==> src/rtl/hack_alu_pkg.sv <==
// Shared types and configuration helpers for the Hack arithmetic path.
package hack_alu_pkg;

  typedef enum logic [1:0] {
    ADD = 2'd0,
    ADC = 2'd1,
    SUB = 2'd2,
    SBB = 2'd3
  } adder_op_t;

  // A word must split into a whole number (at least one) of lanes.
  function automatic bit lanes_fit(int data_width, int lane_width);
    return (lane_width > 0) && (data_width >= lane_width) &&
           (data_width % lane_width == 0);
  endfunction

endpackage

==> src/rtl/pipelined_adder_if.sv <==
// Operand/result handshake bundle for pipelined_adder; master drives operands,
// slave (the adder) drives results and in_ready.
interface pipelined_adder_if
  import hack_alu_pkg::*;
#(
  parameter int DATA_WIDTH = 16
);
  logic                  in_valid;
  logic                  in_ready;
  adder_op_t             op;
  logic                  carry_in;
  logic [DATA_WIDTH-1:0] dataA_in;
  logic [DATA_WIDTH-1:0] dataB_in;
  logic                  out_valid;
  logic                  out_ready;
  logic [DATA_WIDTH-1:0] sum;
  logic                  carry;
  logic                  overflow;
  logic                  zero;
  logic                  negative;

  modport master (
    output in_valid, op, carry_in, dataA_in, dataB_in, out_ready,
    input  in_ready, out_valid, sum, carry, overflow, zero, negative
  );

  modport slave (
    input  in_valid, op, carry_in, dataA_in, dataB_in, out_ready,
    output in_ready, out_valid, sum, carry, overflow, zero, negative
  );
endinterface

==> src/rtl/adder_stage.sv <==
// One pipeline lane: LANE_WIDTH-bit ripple add with carry, registered sum,
// carry and valid; holds while en is low.
module adder_stage #(
  parameter int LANE_WIDTH = 4
) (
  input  logic                  clk,
  input  logic                  reset_n,
  input  logic                  en,
  input  logic                  valid_in,
  input  logic                  carry_in,
  input  logic [LANE_WIDTH-1:0] a,
  input  logic [LANE_WIDTH-1:0] b,
  output logic [LANE_WIDTH-1:0] sum_q,
  output logic                  carry_q,
  output logic                  valid_q
);

  logic [LANE_WIDTH:0] raw;

  assign raw = {1'b0, a} + {1'b0, b} + {{LANE_WIDTH{1'b0}}, carry_in};

  // NOTE: sequential state uses non-blocking assignments so every stage
  // samples its neighbour's pre-edge value and the shift is race-free.
  always_ff @(posedge clk or negedge reset_n) begin
    if (!reset_n) begin
      sum_q   <= '0;
      carry_q <= 1'b0;
      valid_q <= 1'b0;
    end else if (en) begin
      sum_q   <= raw[LANE_WIDTH-1:0];
      carry_q <= raw[LANE_WIDTH];
      valid_q <= valid_in;
    end
  end

endmodule

==> src/rtl/pipelined_adder.sv <==
// Pipelined add/subtract: one adder_stage per lane, operand skew registers
// ahead of each stage, finished lanes carried behind, flags from the last stage.
module pipelined_adder
  import hack_alu_pkg::*;
#(
  parameter int DATA_WIDTH = 16,
  parameter int LANE_WIDTH = 4
) (
  input  logic             clk,
  input  logic             reset_n,
  pipelined_adder_if.slave bus
);

  localparam int NUM_STAGES = DATA_WIDTH / LANE_WIDTH;

  if (!lanes_fit(DATA_WIDTH, LANE_WIDTH)) begin : g_bad_cfg
    $error("pipelined_adder: DATA_WIDTH must be a positive multiple of LANE_WIDTH");
  end

  logic                  advance;
  logic [DATA_WIDTH-1:0] b_eff;
  logic                  cin_eff;

  // NOTE: defaults first so no path through the case leaves a latch.
  always_comb begin
    b_eff   = bus.dataB_in;
    cin_eff = 1'b0;
    case (bus.op)
      ADC:     cin_eff = bus.carry_in;
      SUB: begin
        b_eff   = ~bus.dataB_in;
        cin_eff = 1'b1;
      end
      SBB: begin
        b_eff   = ~bus.dataB_in;
        cin_eff = bus.carry_in;
      end
      default: ;
    endcase
  end

  // The whole pipe moves as one; a stalled result freezes every slot behind it.
  assign advance      = ~bus.out_valid | bus.out_ready;
  assign bus.in_ready = advance;

  for (genvar g = 0; g < NUM_STAGES; g++) begin : stg
    // Lanes g..NUM_STAGES-1 of the operands are still unprocessed at stage g.
    localparam int UW = DATA_WIDTH - g * LANE_WIDTH;

    logic [UW-1:0]               a_in;
    logic [UW-1:0]               b_in;
    logic                        cin;
    logic                        vin;
    logic [LANE_WIDTH-1:0]       lane_q;
    logic                        cout_q;
    logic                        vout_q;
    logic [(g+1)*LANE_WIDTH-1:0] view;

    if (g == 0) begin : head
      assign a_in = bus.dataA_in;
      assign b_in = b_eff;
      assign cin  = cin_eff;
      assign vin  = bus.in_valid & bus.in_ready;
      assign view = lane_q;
    end else begin : body
      logic [g*LANE_WIDTH-1:0] done_q;

      // NOTE: data registers are reset too, so sum/flags read as a clean zero
      // result straight out of reset rather than whatever was in flight.
      always_ff @(posedge clk or negedge reset_n) begin
        if (!reset_n) begin
          a_in   <= '0;
          b_in   <= '0;
          done_q <= '0;
        end else if (advance) begin
          a_in   <= stg[g-1].a_in[DATA_WIDTH-(g-1)*LANE_WIDTH-1:LANE_WIDTH];
          b_in   <= stg[g-1].b_in[DATA_WIDTH-(g-1)*LANE_WIDTH-1:LANE_WIDTH];
          done_q <= stg[g-1].view;
        end
      end

      assign cin  = stg[g-1].cout_q;
      assign vin  = stg[g-1].vout_q;
      assign view = {lane_q, done_q};
    end

    adder_stage #(
      .LANE_WIDTH(LANE_WIDTH)
    ) u_stage (
      .clk     (clk),
      .reset_n (reset_n),
      .en      (advance),
      .valid_in(vin),
      .carry_in(cin),
      .a       (a_in[LANE_WIDTH-1:0]),
      .b       (b_in[LANE_WIDTH-1:0]),
      .sum_q   (lane_q),
      .carry_q (cout_q),
      .valid_q (vout_q)
    );

    // Operand sign bits ride with the top lane for the overflow test.
    if (g == NUM_STAGES - 1) begin : tail
      logic a_msb_q;
      logic b_msb_q;

      always_ff @(posedge clk or negedge reset_n) begin
        if (!reset_n) begin
          a_msb_q <= 1'b0;
          b_msb_q <= 1'b0;
        end else if (advance) begin
          a_msb_q <= a_in[UW-1];
          b_msb_q <= b_in[UW-1];
        end
      end
    end
  end

  logic a_msb;
  logic b_msb;

  assign a_msb         = stg[NUM_STAGES-1].tail.a_msb_q;
  assign b_msb         = stg[NUM_STAGES-1].tail.b_msb_q;
  assign bus.out_valid = stg[NUM_STAGES-1].vout_q;
  assign bus.sum       = stg[NUM_STAGES-1].view;
  assign bus.carry     = stg[NUM_STAGES-1].cout_q;
  assign bus.overflow  = (a_msb == b_msb) && (bus.sum[DATA_WIDTH-1] != a_msb);
  assign bus.zero      = ~|bus.sum;
  assign bus.negative  = bus.sum[DATA_WIDTH-1];

endmodule

==> src/flat_wrapper.sv <==
// flat-port wrapper written by rule: the top's interface ports become plain ports
module pipelined_adder_flat import hack_alu_pkg::*;
#(
  parameter int DATA_WIDTH = 16,
  parameter int LANE_WIDTH = 4
)
  (clk, reset_n, bus_in_valid, bus_op, bus_carry_in, bus_dataA_in, bus_dataB_in, bus_out_ready, bus_in_ready, bus_out_valid, bus_sum, bus_carry, bus_overflow, bus_zero, bus_negative);
  pipelined_adder_if #(.DATA_WIDTH(DATA_WIDTH)) bus_i ();
  input  logic clk;
  input  logic reset_n;
  input wire logic [$bits(bus_i.in_valid)-1:0] bus_in_valid;
  input wire logic [$bits(bus_i.op)-1:0] bus_op;
  input wire logic [$bits(bus_i.carry_in)-1:0] bus_carry_in;
  input wire logic [$bits(bus_i.dataA_in)-1:0] bus_dataA_in;
  input wire logic [$bits(bus_i.dataB_in)-1:0] bus_dataB_in;
  input wire logic [$bits(bus_i.out_ready)-1:0] bus_out_ready;
  output wire logic [$bits(bus_i.in_ready)-1:0] bus_in_ready;
  output wire logic [$bits(bus_i.out_valid)-1:0] bus_out_valid;
  output wire logic [$bits(bus_i.sum)-1:0] bus_sum;
  output wire logic [$bits(bus_i.carry)-1:0] bus_carry;
  output wire logic [$bits(bus_i.overflow)-1:0] bus_overflow;
  output wire logic [$bits(bus_i.zero)-1:0] bus_zero;
  output wire logic [$bits(bus_i.negative)-1:0] bus_negative;
  assign bus_i.in_valid = bus_in_valid;
  assign bus_i.op = bus_op;
  assign bus_i.carry_in = bus_carry_in;
  assign bus_i.dataA_in = bus_dataA_in;
  assign bus_i.dataB_in = bus_dataB_in;
  assign bus_i.out_ready = bus_out_ready;
  assign bus_in_ready = bus_i.in_ready;
  assign bus_out_valid = bus_i.out_valid;
  assign bus_sum = bus_i.sum;
  assign bus_carry = bus_i.carry;
  assign bus_overflow = bus_i.overflow;
  assign bus_zero = bus_i.zero;
  assign bus_negative = bus_i.negative;
  pipelined_adder #(.DATA_WIDTH(DATA_WIDTH), .LANE_WIDTH(LANE_WIDTH)) u_core (.clk(clk), .reset_n(reset_n), .bus(bus_i));
endmodule
==> config.mk <==
export PLATFORM = sky130hd
export DESIGN_NAME = pipelined_adder_flat
export DESIGN_NICKNAME = d
export VERILOG_FILES = /design/src/rtl/hack_alu_pkg.sv /design/src/rtl/pipelined_adder_if.sv /design/src/rtl/adder_stage.sv /design/src/rtl/pipelined_adder.sv /design/src/flat_wrapper.sv
export SDC_FILE = /design/constraint.sdc
export NUM_CORES = 1
export LEC_CHECK = 0
export CAP_MARGIN = 20
export CELL_PAD_IN_SITES_DETAIL_PLACEMENT = 0
export CELL_PAD_IN_SITES_GLOBAL_PLACEMENT = 1
export CORE_UTILIZATION = 35
export CTS_CLUSTER_SIZE = 28
export DETAILED_ROUTE_END_ITERATION = 10
export PLACE_DENSITY = 0.7
export SYNTH_ARGS = -nofsm -noshare
export SYNTH_HDL_FRONTEND = slang
export SYNTH_SLANG_ARGS = --single-unit
==> constraint.sdc <==
create_clock -name clk -period 2.2 [get_ports clk]
set_input_delay 0.44 -clock clk [delete_from_list [all_inputs] [get_ports clk]]
set_output_delay 0.44 -clock clk [all_outputs]
set_load 0.01 [all_outputs]
== Word-level counts from Yosys, hierarchy flattened ==
Cells that the tools add are included.
Widths: inputs -> output; s select.
Operators by class
  reduce and logical (&&, ||, !) cells: 5
  muxes and demuxes: 2
  add/subtract/negate cells: 8
  eq/ne operators: 5
  bitwise logic cells: 4
Operator list (count)
  $add 4x4->5: 4
  $add 5x1->5: 4
  $mux 16: 1
  $not 16->16: 1
  $reduce_or 16->1: 1
  $eq 2x2->1 const B: 2
  $reduce_or 2->1: 2
  $eq 2x1->1 const B: 1
  $pmux 1 s2: 1
  $and 1x1->1: 1
  $eq 1x1->1: 1
  $logic_and 1x1->1: 1
  $logic_not 1->1: 1
  $ne 1x1->1: 1
  $not 1->1: 1
  $or 1x1->1: 1
Storage, ports and cells
  bits of input ports: 39
  register bits after elaboration: 98

== Logic depth before layout (Yosys ltp) ==
Gate-level depths: netlist of run 1.
  depth in word-level cells: 5
  gate-level depth with buffers: 9

== Cells and area by module ==
From an unflattened synthesis of run 1, not the netlist that was laid out.
Second synthesis, totals
  cells, all modules: 322
  area total of the unflattened synthesis: 4729.5 um^2
By module, submodules not included
  pipelined_adder: cells each 186, area an instance 3158.0 um^2, times used 1
  adder_stage: cells each 34, area an instance 392.9 um^2, times used 4

== Worst setup path before layout of run 1 ==
No wires, ideal clock.
  kind: input -> register
  start point: input bus_op[1]
  end point: register u_core.stg[0].u_stage.carry_q
  stages on the path: 9
  arrival: 2.012 ns
  slack: 0.061 ns
  library setup time: 0.127 ns
  path through: buf_4 -> buf_6 -> xnor2_1 -> fa_1 -> inv_1 -> fa_1 -> a21o_1 -> a211oi_1 -> a21oi_1
On the way
  longest elaborated chain between the ends: 5
  elaborated cells on any way between the ends: 9
  those cells by class: add/sub (2); eq/ne (3); mux (2); reduce/logical (2)
RTL lines
  start, declared: line flat_wrapper.sv:12  | input wire logic [$bits(bus_i.op)-1:0] bus_op;
  $eq 2x2->1: line pipelined_adder.sv:28  | case (bus.op)
  $reduce_or 2->1 (no source line)
  $mux 16
  $add 4x4->5: line adder_stage.sv:20  | assign raw = {1'b0, a} + {1'b0, b} + {{LANE_WIDTH{1'b0}}, carry_in};
  $add 5x1->5 *: line adder_stage.sv:20
  end signal, assigned: line adder_stage.sv:31  | carry_q <= raw[LANE_WIDTH];
  end, declared: line adder_stage.sv:14  | output logic carry_q,
Mark *: on every way between the ends. The rest lies on a longest branch, timed or not.
A chain may end at the register's enable or synchronous reset.

== Final worst setup path of run 1 ==
  start point: register u_core.stg[3].u_stage.sum_q[3]
  end point: output bus_overflow
On the way
  longest elaborated chain between the ends: 2
RTL lines
  start, declared: line adder_stage.sv:13  | output logic [LANE_WIDTH-1:0] sum_q,
  start signal, assigned: line adder_stage.sv:30  | sum_q <= raw[LANE_WIDTH-1:0];
  $ne 1x1->1: line pipelined_adder.sv:127  | assign bus.overflow = (a_msb == b_msb) && (bus.sum[DATA_WIDTH-1] != a_msb);
  $logic_and 1x1->1: line pipelined_adder.sv:127
  end, declared: line flat_wrapper.sv:21  | output wire logic [$bits(bus_i.overflow)-1:0] bus_overflow;
No other way between the ends.

==> summary.txt, run 1 <==
Setup path
  – CP Launch Type: flip-flop
  – Endpoint class of the critical path: primary output
  – Worst R2R Start: u_core.stg[1].b_in[0]
  – Crit Path Max Fanout: 5
  – FF-to-FF setup slack: about 0.47 ns
  – Reg2reg end: u_core.stg[1].u_stage.carry_q
  – CP required: roughly 1.8 ns
  – CP Class: flip-flop to primary output
  – Worst reg2reg path depth: 6
  – CP arrival: between 1.5 and 2 ns

Min path
  – HP Class: input port to async pin

Clocking
  – Root Driver: clkbuf_16
  – CTS max path bufs: 2
  – Postcts setup bufs: 0
  – TritonCTS Buffers: 9
  – Hold_buf cts: 0
  – CTS tree: done
  – H-Tree Depth: 3
  – Num Clock Sinks: 98
  – Worst-path clk slew: ~0.060 ns
  – Clk_lat worst skew: ~0.33 ns

Place
  – Post-DP HPWL: about 5700 um
  – PortBufs: 60
  – Dpl ws: -0.316 ns
  – GP Congestion: 0.758
  – Post-placement cell count: between 600 and 700

STA
  – Endpoints failing hold: 0
  – Min Tclk post-route: 2.08 ns
  – Final Cycle Share: 0.944
  – Worst Max-Slew Pin Slew: a little under 0.5 ns
  – Relative slew slack: 0.672
  – Max-slew violation count: 0
  – Final worst slack: between 0.1 and 0.15 ns
  – Fmax: 0.481 GHz
  – Layout Skew: roughly 0.005 ns
  – Setup TNS: 0 ns
  – RSZ-0062 raised after global routing: false
  – Final setup viols: 0
  – Min Hold Slack: between 0.05 and 0.06 ns

Final layout
  – Final core utilization: 0.452
  – Antenna Cells: 0
  – Post-Layout Cell Count: 700
  – Layout area overhead: 24.2%
  – Filler Cell Count: approximately 1200
  – Layout cells sized above 1: 0.0583
  – Layout net count: 586

Detailed routing
  – Highest routed metal layer: met4
  – Pre-Repair DR Iteration Count: 4
  – Metal3 WL: about 230 um
  – Routed WL per cell: approximately 12 um
  – Post-route antenna net violation count: 0
  – Via density per instance: roughly 4.4
  – Detailed Route Iter0 Violations: between 150 and 200
  – Total detailed-routing wirelength: around 8500 um
  – Met1 Routed Length: between 4000 and 5000 um
  – DR vias: 3091
  – DRC: 0
  – Met2 wire length: about 3800 um

Global route
  – Initial antenna violation count: 0
  – First-pass GRT wire length: between 10000 and 15000 um
  – Largest net degree at the start of global routing: 98
  – Vias in the first global route: slightly above 3000
  – GRT Total Usage: 0.143
  – Total grt overflow: 0

Pwr
  – Sw Pwr: approximately 2.5 mW
  – Int Power: ~4.7 mW
  – Switching part of the total: 0.348
  – Static Leak: around 2.7 nW
  – Pwr/cell area: approximately 1300 nW/um2
  – Clock share of power: 0.211
  – Peak supply drop: between 0.4 and 0.5 mV
  – Combinational fraction of design power: 0.362
  – Seq pwr share: 0.427

Floorplanning
  – Die W: about 110 um
  – Core area: ~12000 um2
  – Die Span Y: 114 um
  – # rows: 40
  – Initial core utilization: 0.363
  – Die area: 13000 um2
  – # IOs: slightly above 60

Logic synthesis
  – Cell taking the most area after synthesis: dfrtp_1
  – Most used flip-flop cell after synthesis: dfrtp_1
  – Area fraction of the dominant cell type after synthesis: 0.557
  – Top cells by count, synth: nand2_1, dfrtp_1, o21ai_0
  – Seq cells post-synth: 98
  – Synthesized instance count: 470
  – Syn Area/Cell: 9.37 um2
  – Post-synth EDFFs: 0
  – Ys async rst share: 1.00
  – Most frequent cell after synthesis: nand2_1
  – Mapped Nets: approximately 530
  – Sequential area share after synthesis: 0.557
  – Distinct cell type count after synthesis: 28
  – Synth area leaders: dfrtp_1, nand2_1, fa_1, ha_1, o21ai_0
  – Ys Warns: 0
  – Synth Cell Area: 4400 um2

Run status
  – Status: finished, final reports clean

Run
  – MaxCap Viol Count: 0
[through the flow]
| stage | area (um2) | power [mW] |
|---|---|---|
| 2_1_floorplan | 4400 | 4.77 |
| 3_3_place_gp | 5160 | 5.69 |
| 3_5_place_dp | 5160 | 5.78 |
| 4_1_cts | 5460 | 7.35 |
| 5_1_grt | 5470 | 7.87 |
| 6_report | 5470 | 7.23 |
[cells by family (layout without fill, tap and decap cells)]
logic type,after synthesis,in the layout,synth area share
AOI/OAI and AO/OA,55,55,0.0699
muxes,1,1,0.00227
buffers and inverters,43,105,0.0546
xor gates and xnor gates,18,18,0.0358
DFF,98,98,0.557
adders and majority gates,20,20,0.0705
and+or+nand+nor,235,235,0.210
[power by group through the flow]
stage | clock network, mW | registers, mW | logic [mW]
2_1_floorplan | 0 | 3.08 | 1.70
3_3_place_gp | 0 | 3.10 | 2.59
3_5_place_dp | 0 | 3.11 | 2.67
4_1_cts | 1.56 | 3.09 | 2.69
5_1_grt | 1.64 | 3.19 | 3.03
6_report | 1.52 | 3.08 | 2.62
[how the worst max path moves through the flow]
stage	startpoint	end	slack, ns	cells past startpoint
floorplan	bus_op[1]	u_core.stg[0].u_stage.carry_q	0.06	9
finish	u_core.stg[3].u_stage.sum_q[3]	bus_overflow	0.12	3
CTS	bus_op[1]	u_core.stg[0].u_stage.carry_q	0.04	8
global route	bus_op[0]	u_core.stg[0].u_stage.carry_q	0.04	8
detailed placement	bus_op[1]	u_core.stg[0].u_stage.carry_q	-0.32	8
global placement	bus_op[1]	u_core.stg[0].u_stage.carry_q	-0.27	8
[state kept, by name (all words and copies together) (netlist names)]
signal / flops
u_core.stg.body.done_q: 24
u_core.stg.a_in: 24
u_core.stg.b_in: 24
u_core.b_msb: 1
u_core.stg.u_stage.sum_q: 16
u_core.stg.u_stage.valid_q: 4
u_core.a_msb: 1
u_core.stg.u_stage.carry_q: 4
[cells in the final DEF (no fill, tap or decap), types with 4 or more instances in the layout]
cell type	instances
nand2_1	207
dfrtp_1	98
clkdlybuf4s50_1	57
o21ai_0	29
inv_1	18
nor2_1	12
ha_1	12
xnor2_1	11
a21oi_1	10
clkbuf_16	9
fa_1	8
buf_4	8
xor2_1	6
nor2b_1	6
o21a_1	6
clkinv_2	4
[worst max-delay path: stages (launching register included)]
cell and delay (ns):
dfrtp_1 0.38, buf_4 0.15, o21ai_0 0.20, clkdlybuf4s50_1 0.57
[area by class of cell]
cell class | instances | area (um2) | share of cell area
sequential | 98 | 2450 | 0.448
multi-input combinational | 329 | 1730 | 0.317
timing repair buffer | 70 | 712 | 0.130
clock buffer | 10 | 229 | 0.0419
tap | 168 | 210 | 0.0384
inverter | 19 | 73.8 | 0.0135
clock inverter | 6 | 57.6 | 0.0105
[repair_timing]
item	CTS	global route
cloned	0	0
endpoints found under the setup margin	1	1
pin swaps	1	0
gates resized for setup	3	2
[metal layers]
| metal | GRT usage | up-vias |
|---|---|---|
| met5 | 0 | - |
| met4 | 0.0649 | 0 |
| met3 | 0.0254 | 11 |
| met2 | 0.213 | 50 |
| met1 | 0.204 | 1440 |
| li1 | - | 1590 |
Note: power is estimated with default switching activity, not from simulation.
==> run 2: changes to the inputs <==
--- a/config.mk
+++ b/config.mk
@@ -15,3 +15,4 @@
 export SYNTH_ARGS = -nofsm -noshare
 export SYNTH_HDL_FRONTEND = slang
 export SYNTH_SLANG_ARGS = --single-unit
+export TNS_END_PERCENT = 20
==> results of run 2 <==
Final layout, timing and power as in run 1 (identical DEF).
